$ cat src/rtl/prog_launcher.sv
// Host-side batch launcher for the core's Start/Done handshake; times each program run, Done-to-result latency 1 cycle.
// No backpressure: Go is ignored while Busy. Define PROG_LAUNCHER_TIMEOUT_EN to enable the RUN watchdog.
module prog_launcher #(
    parameter int          NUM_PROGS  = 3,
    parameter int          START_HOLD = 2,
    parameter int          CNT_W      = 16,
    parameter int unsigned TIMEOUT    = 4096,
    localparam int         IDX_W      = (NUM_PROGS > 1) ? $clog2(NUM_PROGS) : 1
) (
    input  logic                   CLK,
    input  logic                   Reset,
    input  logic                   Go,
    input  logic [8*NUM_PROGS-1:0] ProgAddr,
    input  logic                   Done,
    output logic                   Start,
    output logic [7:0]             StartAddr,
    output logic [IDX_W-1:0]       ProgIdx,
    output logic [CNT_W-1:0]       CycleCount,
    output logic                   CountValid,
    output logic                   Busy,
    output logic                   AllDone,
    output logic                   TimedOut
);

    localparam int HOLD_W = $clog2(START_HOLD + 1);
`ifdef PROG_LAUNCHER_TIMEOUT_EN
    localparam bit TIMEOUT_EN = 1'b1;
`else
    localparam bit TIMEOUT_EN = 1'b0;
`endif

    typedef enum logic [2:0] {IDLE, LAUNCH, RUN, RECORD, FINISH} state_t;

    state_t                 state_q, state_d;
    logic [HOLD_W-1:0]      hold_q, hold_d;
    logic [CNT_W-1:0]       cnt_q, cnt_d;
    logic [8*NUM_PROGS-1:0] addr_q, addr_d;
    logic                   start_q, start_d;
    logic [7:0]             start_addr_q, start_addr_d;
    logic [IDX_W-1:0]       idx_q, idx_d;
    logic [IDX_W-1:0]       idx_nxt;
    logic [CNT_W-1:0]       cycle_count_q, cycle_count_d;
    logic                   count_valid_q, count_valid_d;
    logic                   busy_q, busy_d;
    logic                   all_done_q, all_done_d;
    logic                   timed_out_q, timed_out_d;

    assign idx_nxt = idx_q + IDX_W'(1);

    always_ff @(posedge CLK or posedge Reset) begin
        if (Reset) begin
            state_q       <= IDLE;
            hold_q        <= '0;
            cnt_q         <= '0;
            addr_q        <= '0;
            start_q       <= 1'b1;
            start_addr_q  <= '0;
            idx_q         <= '0;
            cycle_count_q <= '0;
            count_valid_q <= 1'b0;
            busy_q        <= 1'b0;
            all_done_q    <= 1'b0;
            timed_out_q   <= 1'b0;
        end else begin
            state_q       <= state_d;
            hold_q        <= hold_d;
            cnt_q         <= cnt_d;
            addr_q        <= addr_d;
            start_q       <= start_d;
            start_addr_q  <= start_addr_d;
            idx_q         <= idx_d;
            cycle_count_q <= cycle_count_d;
            count_valid_q <= count_valid_d;
            busy_q        <= busy_d;
            all_done_q    <= all_done_d;
            timed_out_q   <= timed_out_d;
        end
    end

    // Outputs are computed for the state being entered, so every port is a flop.
    always_comb begin
        state_d       = state_q;
        hold_d        = hold_q;
        cnt_d         = cnt_q;
        addr_d        = addr_q;
        start_d       = start_q;
        start_addr_d  = start_addr_q;
        idx_d         = idx_q;
        cycle_count_d = cycle_count_q;
        count_valid_d = 1'b0;
        busy_d        = busy_q;
        all_done_d    = all_done_q;
        timed_out_d   = timed_out_q;
        case (state_q)
            IDLE, FINISH: begin
                if (Go) begin
                    state_d      = LAUNCH;
                    addr_d       = ProgAddr;
                    idx_d        = '0;
                    start_addr_d = ProgAddr[7:0];
                    start_d      = 1'b1;
                    busy_d       = 1'b1;
                    all_done_d   = 1'b0;
                    timed_out_d  = 1'b0;
                    hold_d       = '0;
                    cnt_d        = '0;
                end
            end
            LAUNCH: begin
                cnt_d = '0;
                if (hold_q == HOLD_W'(START_HOLD - 1)) begin
                    state_d = RUN;
                    start_d = 1'b0;
                    hold_d  = '0;
                    cnt_d   = CNT_W'(1);
                end else begin
                    hold_d = hold_q + HOLD_W'(1);
                end
            end
            RUN: begin
                if (Done) begin
                    state_d       = RECORD;
                    start_d       = 1'b1;
                    cycle_count_d = cnt_q;
                    count_valid_d = 1'b1;
                end else if (TIMEOUT_EN && (cnt_q == CNT_W'(TIMEOUT))) begin
                    state_d       = FINISH;
                    start_d       = 1'b1;
                    busy_d        = 1'b0;
                    all_done_d    = 1'b1;
                    timed_out_d   = 1'b1;
                    cycle_count_d = cnt_q;
                    count_valid_d = 1'b1;
                end else if (cnt_q != '1) begin
                    cnt_d = cnt_q + CNT_W'(1);
                end
            end
            RECORD: begin
                if (idx_q == IDX_W'(NUM_PROGS - 1)) begin
                    state_d    = FINISH;
                    busy_d     = 1'b0;
                    all_done_d = 1'b1;
                end else begin
                    state_d      = LAUNCH;
                    idx_d        = idx_nxt;
                    start_addr_d = addr_q[8*int'(idx_nxt) +: 8];
                    hold_d       = '0;
                    cnt_d        = '0;
                end
            end
            default: state_d = IDLE;
        endcase
    end

    assign Start      = start_q;
    assign StartAddr  = start_addr_q;
    assign ProgIdx    = idx_q;
    assign CycleCount = cycle_count_q;
    assign CountValid = count_valid_q;
    assign Busy       = busy_q;
    assign AllDone    = all_done_q;
    assign TimedOut   = timed_out_q;

endmodule

$ cat config.mk
export PLATFORM = sky130hd
export DESIGN_NAME = prog_launcher
export DESIGN_NICKNAME = d
export VERILOG_FILES = /design/src/rtl/prog_launcher.sv
export SDC_FILE = /design/constraint.sdc
export NUM_CORES = 1
export LEC_CHECK = 0
export BUFFER_PORTS_ARGS = -buffer_cell sky130_fd_sc_hd__buf_4
export CAP_MARGIN = 5
export CELL_PAD_IN_SITES_DETAIL_PLACEMENT = 0
export CELL_PAD_IN_SITES_GLOBAL_PLACEMENT = 1
export CORE_AREA = 2 2 93 95
export DETAILED_ROUTE_END_ITERATION = 8
export DIE_AREA = 0 0 95 97
export PLACE_DENSITY = 0.88
export SLEW_MARGIN = 20
export SYNTH_ARGS = -nofsm -noshare
export SYNTH_HDL_FRONTEND = slang
export SYNTH_SLANG_ARGS = --single-unit
$ cat constraint.sdc
create_clock -name CLK -period 2.7 [get_ports CLK]
set_input_delay 0.405 -clock CLK [delete_from_list [all_inputs] [get_ports CLK]]
set_output_delay 0.405 -clock CLK [all_outputs]
set_load 0.02 [all_outputs]
==> flow_summary.json, run 1 <==
{
  "drt_iter0_markers": 135,
  "whs_ps": 174,
  "rsz0062_at_grt": "false",
  "wirelength_mm": 7.38,
  "grt_util_met1_pct": 22.6,
  "globalplace.congestion": 0.878,
  "synth_top_family_by_area": "multiplexers",
  "layout-drive-gt1-share_pct": 39.5,
  "yosysWarningCount": 0,
  "grt_max_degree": 34,
  "max_stage_delay_ps": 590,
  "clkTransAtPathRegs_ps": 80,
  "ant_nets": 0,
  "syn_area_per_cell_um2": 11.7,
  "core_area_um2": 8130,
  "slew-limit-headroom_pct": 51.3,
  "die_x_um": 95,
  "grt.busiest_layer": "met2",
  "path_delay_family": "flip-flops",
  "grt_pass1_wl_mm": 12.2,
  "placed_cells_incl_taps": 456,
  "syn_area_um2": 3530,
  "initial_core_util_pct": 43.4,
  "status": "complete, no violations",
  "overflow": 0,
  "yosys.area.top_type": "dfrtp_1",
  "dp_hpwl_mm": 5.31,
  "nNetsFinal": 392,
  "grt_pass1_vias": 2470,
  "drv_slew": 0,
  "worstPathMaxFanout": 12,
  "synthSimpleGateAreaFrac_pct": 11.0,
  "ctsHoldBuffers": 0,
  "p_per_area_nw_per_um2": 983,
  "dr_total_vias": 2611,
  "firstDrtPassIters": 4,
  "fin_cells": 472,
  "hold_viol_final": 0,
  "cts.sinks": 75,
  "cp.arrival_ps": 2630,
  "die_y_um": 97,
  "p_leak_nw": 1.97,
  "setup_violations": 0,
  "start_kind": "register",
  "path_buf_inv": 1,
  "ir_drop_v": 0.000618,
  "met2_usage_pct": 26.8,
  "post_cts_buffers": 0,
  "layout_common_cells": "74 x dfrtp_1, 65 x buf_4, 49 x mux2_2",
  "via_per_inst": 5.53,
  "post_cts_resized": 0,
  "tightest_slew_ps": 730,
  "synth_compound_area_share_pct": 14.9,
  "multi_input_area_um2": 1510,
  "clk_latency_ps": 360,
  "grtUsageTotal_pct": 17.2,
  "r2r_start": "ProgIdx[0]",
  "fin_crit_sh_pct": 86.9,
  "synth-seq-cells": 75,
  "cp_data_required_time_ps": 2980,
  "clockBufferDepth": 2,
  "n_antenna_cell": 0,
  "antenna_found_initial": 0,
  "dieArea_um2": 9220,
  "slowest_stage": "dfrtp_1",
  "use_met3_pct": 4.67,
  "seq_area_um2": 1880,
  "maxCapViolCount": 0,
  "drcViolationCount": 0,
  "reg2reg_slack_ps": 350,
  "netlist.area_leader.share_pct": 52.4,
  "cts_root_buffer": "clkbuf_8",
  "startpoint": "ProgIdx[0]",
  "tns_ps": 0,
  "ios": 59,
  "cts_tree": "done",
  "synth_edf_count": 0,
  "final_common_cell": "dfrtp_1",
  "synth_fa_ha_area_share_pct": 0.708,
  "avgRoutedWirePerCell_um": 15.6,
  "ys_top_cells_by_area": "dfrtp_1 52%, mux2_2 16%, o21ai_0 4.7%, a221o_1 2.3%, nand2_1 2.1%",
  "fillCellCount": 717,
  "cp_common_cell": "o21ai_0",
  "synth_cell_types": 49,
  "finalCriticalPeriod_ps": 2350,
  "synthArstFlopShare_pct": 100,
  "end_kind": "register",
  "max_freq_ghz": 0.426,
  "crit_type": "reg2reg",
  "seq_area_frac_synth_pct": 53.2,
  "clock_skew_ps": 8.03,
  "synth_fp_nets": 333,
  "hold_class": "in2async",
  "std_cell_rows": 33,
  "ys.flop_type": "dfrtp_1",
  "crit_chain": "inv_1 -> ha_1 -> nor2b_1 -> a221o_1 -> o21ai_0 -> o21ai_0",
  "h-tree-depth": 3,
  "numCtsBuffers": 9,
  "port_buffers": 57,
  "synthCells": 303,
  "synthMuxAreaShare_pct": 15.9,
  "synth_xor_area_share_pct": 0,
  "syn2layout_area_growth_pct": 21.3
}
[routing by layer]
metal,part of all wire [%],routed length (µm)
met4,1.7,122
met1,45,3300
met3,5.1,378
met5,0,0
met2,49,3580
[report_power, final]
part	switching, mW	internal, mW
registers	0.265	1.46
clock network	0.410	0.569
logic	0.774	0.738
total	1.45	2.76
[sequential cells by signal, summed over array words and instances (netlist names)]
register / count
AllDone: 1
Busy: 1
CountValid: 1
CycleCount: 16
ProgIdx: 2
Start: 1
StartAddr: 8
addr_q: 24
cnt_q: 16
hold_q: 2
state_q: 3
[stage by stage]
stage / area [µm²] / setup slack, ps / total power [mW] / util, %
after floorplan: 3530 / 387 / 2.83 / -
after global placement: 4060 / 503 / 3.22 / 49.9
after detailed placement: 4060 / 336 / 3.27 / 49.9
after CTS: 4280 / 351 / 4.25 / 52.7
after global routing: 4280 / 83.3 / 4.49 / 52.7
final: 4280 / 355 / 4.21 / 52.7
[synthesized netlist by cell type (2+ instances only)]
library cell   n
nand4_1        5
and3_1         2
o21ai_0       33
a21oi_1        7
nor2b_1        2
o21ai_2        2
nor2_1         8
buf_6          6
dfrtp_1       74
and2_1         2
a221o_1        8
clkbuf_1       8
nor2_2         2
ha_1           2
mux2_2        49
a31oi_1        3
nand2_1       20
o221ai_1       3
buf_2          3
nand3_1       12
a21o_1         3
o31ai_1        8
or2_2          4
o311ai_1       3
o22ai_1        2
inv_1          7
nor3_1         2
or3_1          2
[area by class of cell]
class                           instances  area share, %
Clock inverter                          4           1.69
Clock buffer                           12           3.62
Timing Repair Buffer                   66           11.9
Sequential cell                        75           43.8
Tap cell                              105           3.07
Inverter                                7          0.613
Multi-Input combinational cell        203           35.3
[worst reg2reg max path, delay by kind of cell, from the launching register on]
| family | cells | cell delay, ps |
|---|---|---|
| AOI/OAI and AO/OA | 3 | 480 |
| adders and majority gates | 1 | 550 |
| buffers and inverters | 1 | 90 |
| DFF | 1 | 590 |
| and+or+nand+nor | 1 | 570 |
[final timing paths]
path,cells past startpoint,to
worst max register to register,6,StartAddr[4]
worst min-delay path,2,addr_q[9]
min in group CLK,2,state_q[2]
worst max-delay path,6,StartAddr[4]
worst min register to register,1,Busy
max in group asynchronous,3,Start
[cells by family (layout without fill, tap and decap cells)]
| logic type | count (synthesis) | after routing |
|---|---|---|
| adders and majority gates | 2 | 2 |
| and+or+nand+nor | 71 | 71 |
| other | 1 | 1 |
| DFF | 75 | 75 |
| AOI/OAI and AO/OA | 79 | 79 |
| buffers and inverters | 25 | 89 |
| muxes | 50 | 50 |
(Power assumes the default switching activity.)
==> run 2: changes to the inputs <==
- CORE_AREA: 2 2 93 95 -> 2 2 97 99
- DIE_AREA: 0 0 95 97 -> 0 0 99 101
- PLACE_DENSITY: 0.88 -> 0.86
- clock period: 2.7 -> 2.05 ns (I/O delays scaled with it)
==> run 2 against run 1 <==
Sequential cell count did not move. Clock power is 0.6% higher. Critical path depth fell by 1. Maximum frequency increased by 24%. Clock-buffer cell count shrank 2. Sequential power is 28% higher. Clock skew up 4.1 ps. Routed wire length up 2.0%. Sequential share of layout area fell by 0.65 points. Critical endpoint is now cnt_q[9]. Largest power group is now combinational logic.
==> flow_summary.json, run 2 (synthesis results as in run 1) <==
{
  "drcViolationCount": 0,
  "reg2reg_slack_ps": 160,
  "dr_total_vias": 2666,
  "grtUsageTotal_pct": 16.5,
  "p_clk_share_pct": 18.2,
  "via_per_inst": 5.45,
  "wirelength_mm": 7.53,
  "cts_root_buffer": "clkbuf_8",
  "largest_reg_flops": 24,
  "drt_iter0_markers": 159,
  "firstDrtPassIters": 4,
  "grt_pass1_vias": 2675,
  "power_frac_comb_pct": 40.9,
  "intPower_mw": 3.47,
  "swShare_pct": 36.0,
  "die_y_um": 101,
  "rsz0062_at_grt": "false",
  "h-tree-depth": 3,
  "regMostFlops": "addr_q",
  "p_leak_nw": 1.99,
  "status": "complete, no violations",
  "dp_hpwl_mm": 5.45,
  "clockBufferDepth": 2,
  "min_path_cells": 2,
  "post_cts_buffers": 0,
  "syn2layout_area_growth_pct": 23.2,
  "seq_area_um2": 1880,
  "dieArea_um2": 10000,
  "post-place-ws_ps": 66.6,
  "path_buf_inv": 0,
  "cts.sinks": 75,
  "slowest_stage": "or4b_4",
  "r2r_cells": 5,
  "p_sw_mw": 1.95,
  "nNetsFinal": 403,
  "port_buffers": 57,
  "clock_skew_ps": 12.2,
  "multi_input_area_um2": 1520,
  "die_x_um": 99,
  "share_seq_of_total_power_pct": 40.9,
  "finalCriticalPeriod_ps": 1890,
  "ir_drop_v": 0.000886,
  "r2r_end": "cnt_q[9]",
  "worstPathMaxFanout": 9,
  "clkTransAtPathRegs_ps": 80,
  "end_kind": "register",
  "crit_chain": "or4b_4 -> o21ai_2 -> o21ai_0 -> o221ai_1 -> o311ai_1",
  "ios": 59,
  "grt_pass1_wl_mm": 13.2,
  "grt_max_degree": 37,
  "utilization_pct": 48.5,
  "core_area_um2": 8980,
  "dpl_cell_area_um2": 4170,
  "max_freq_ghz": 0.528,
  "holdPathEnd": "state_q[2]",
  "antenna_found_initial": 0,
  "std_cell_rows": 35,
  "fin_ws_ps": 155,
  "postLayoutCellArea_um2": 4350,
  "layout_common_cells": "73 x dfrtp_1, 73 x buf_4, 49 x mux2_2",
  "fillCellCount": 810,
  "globalplace.congestion": 0.828,
  "crit_cells": 5,
  "p_per_area_nw_per_um2": 1240,
  "layout-drive-gt1-share_pct": 41.5,
  "r2r_start": "state_q[2]",
  "initial_core_util_pct": 39.3,
  "hold_class": "in2reg",
  "overflow": 0,
  "avgRoutedWirePerCell_um": 15.4,
  "clk_latency_ps": 340,
  "setup_violations": 0,
  "drv_slew": 0,
  "cts_tree": "done",
  "cp.arrival_ps": 2110,
  "path_delay_family": "compound AO/OA/AOI/OAI gates",
  "tns_ps": 0,
  "cp_data_required_time_ps": 2260,
  "start_kind": "register",
  "fin_crit_sh_pct": 92.4,
  "n_antenna_cell": 0,
  "max_stage_delay_ps": 610,
  "maxCapViolCount": 0,
  "ant_nets": 0,
  "numCtsBuffers": 9,
  "hold_viol_final": 0,
  "crit_type": "reg2reg",
  "min_from": "Go"
}
run 2: cell types whose count changed in the layout (fill, tap and decap cells not counted), sizes merged:
cell	before	now
buf	66	76
bufinv	2	0
clkbuf	12	10
clkinv	1	3
clkinvlp	1	3
dlygate4sd3	0	1
run 2: power groups by stage:
| stage | clock [mW] | sequential (mW) | combinational (mW) |
|---|---|---|---|
| 2_1_floorplan | 0 | 2.30 | 1.44 |
| 3_3_place_gp | 0 | 2.22 | 2.18 |
| 3_5_place_dp | 0 | 2.24 | 2.22 |
| 4_1_cts | 1.04 | 2.22 | 2.23 |
| 5_1_grt | 1.10 | 2.28 | 2.43 |
| 6_report | 0.986 | 2.21 | 2.22 |
run 2: worst max-delay path by stage:
stage / from / end / slack [ps]
after floorplan: ProgIdx[0] / StartAddr[1] / 40
final: state_q[2] / cnt_q[9] / 160
after global routing: state_q[1] / cnt_q[2] / 0.9
after global placement: ProgIdx[1] / StartAddr[5] / 160
after CTS: ProgIdx[0] / StartAddr[6] / 60
after detailed placement: ProgIdx[1] / StartAddr[6] / 70
run 2: metrics by stage:
step / total power, mW / instances / hold WS, ps
floorplan: 3.74 / 303 / 392
global placement: 4.40 / 472 / 342
detailed placement: 4.46 / 472 / 344
CTS: 5.49 / 489 / 138
global route: 5.81 / 489 / 145
finish: 5.41 / 489 / 151
run 2: timing repair:
action                     in CTS  in global routing
setup endpoints to repair       0                  7
hold buffers                    1                  0
gates resized for setup         0                  1
hold endpoints to repair       15                  0
run 2: worst register-to-register path: stages (launching register included):
cell and delay, ps:
dfrtp_1 470, or4b_4 610, o21ai_2 130, o21ai_0 200
o221ai_1 240, o311ai_1 130
run 2: metal layers:
layer,wire [µm],GRT usage (%),share of wire (%)
met1,3200,21.1,43
met2,3810,26.8,51
met3,461,4.85,6.1
met4,52,6.01,0.69
met5,0,0,0
run 2: final cells by class:
class / instances / area share, %
multi-input cells: 203 / 34.8
repair buffers: 77 / 14.2
inverters: 7 / 0.690
well taps: 111 / 3.19
flip-flops and latches: 75 / 43.2
clock inverters: 6 / 0.978
clock buffers: 10 / 2.93
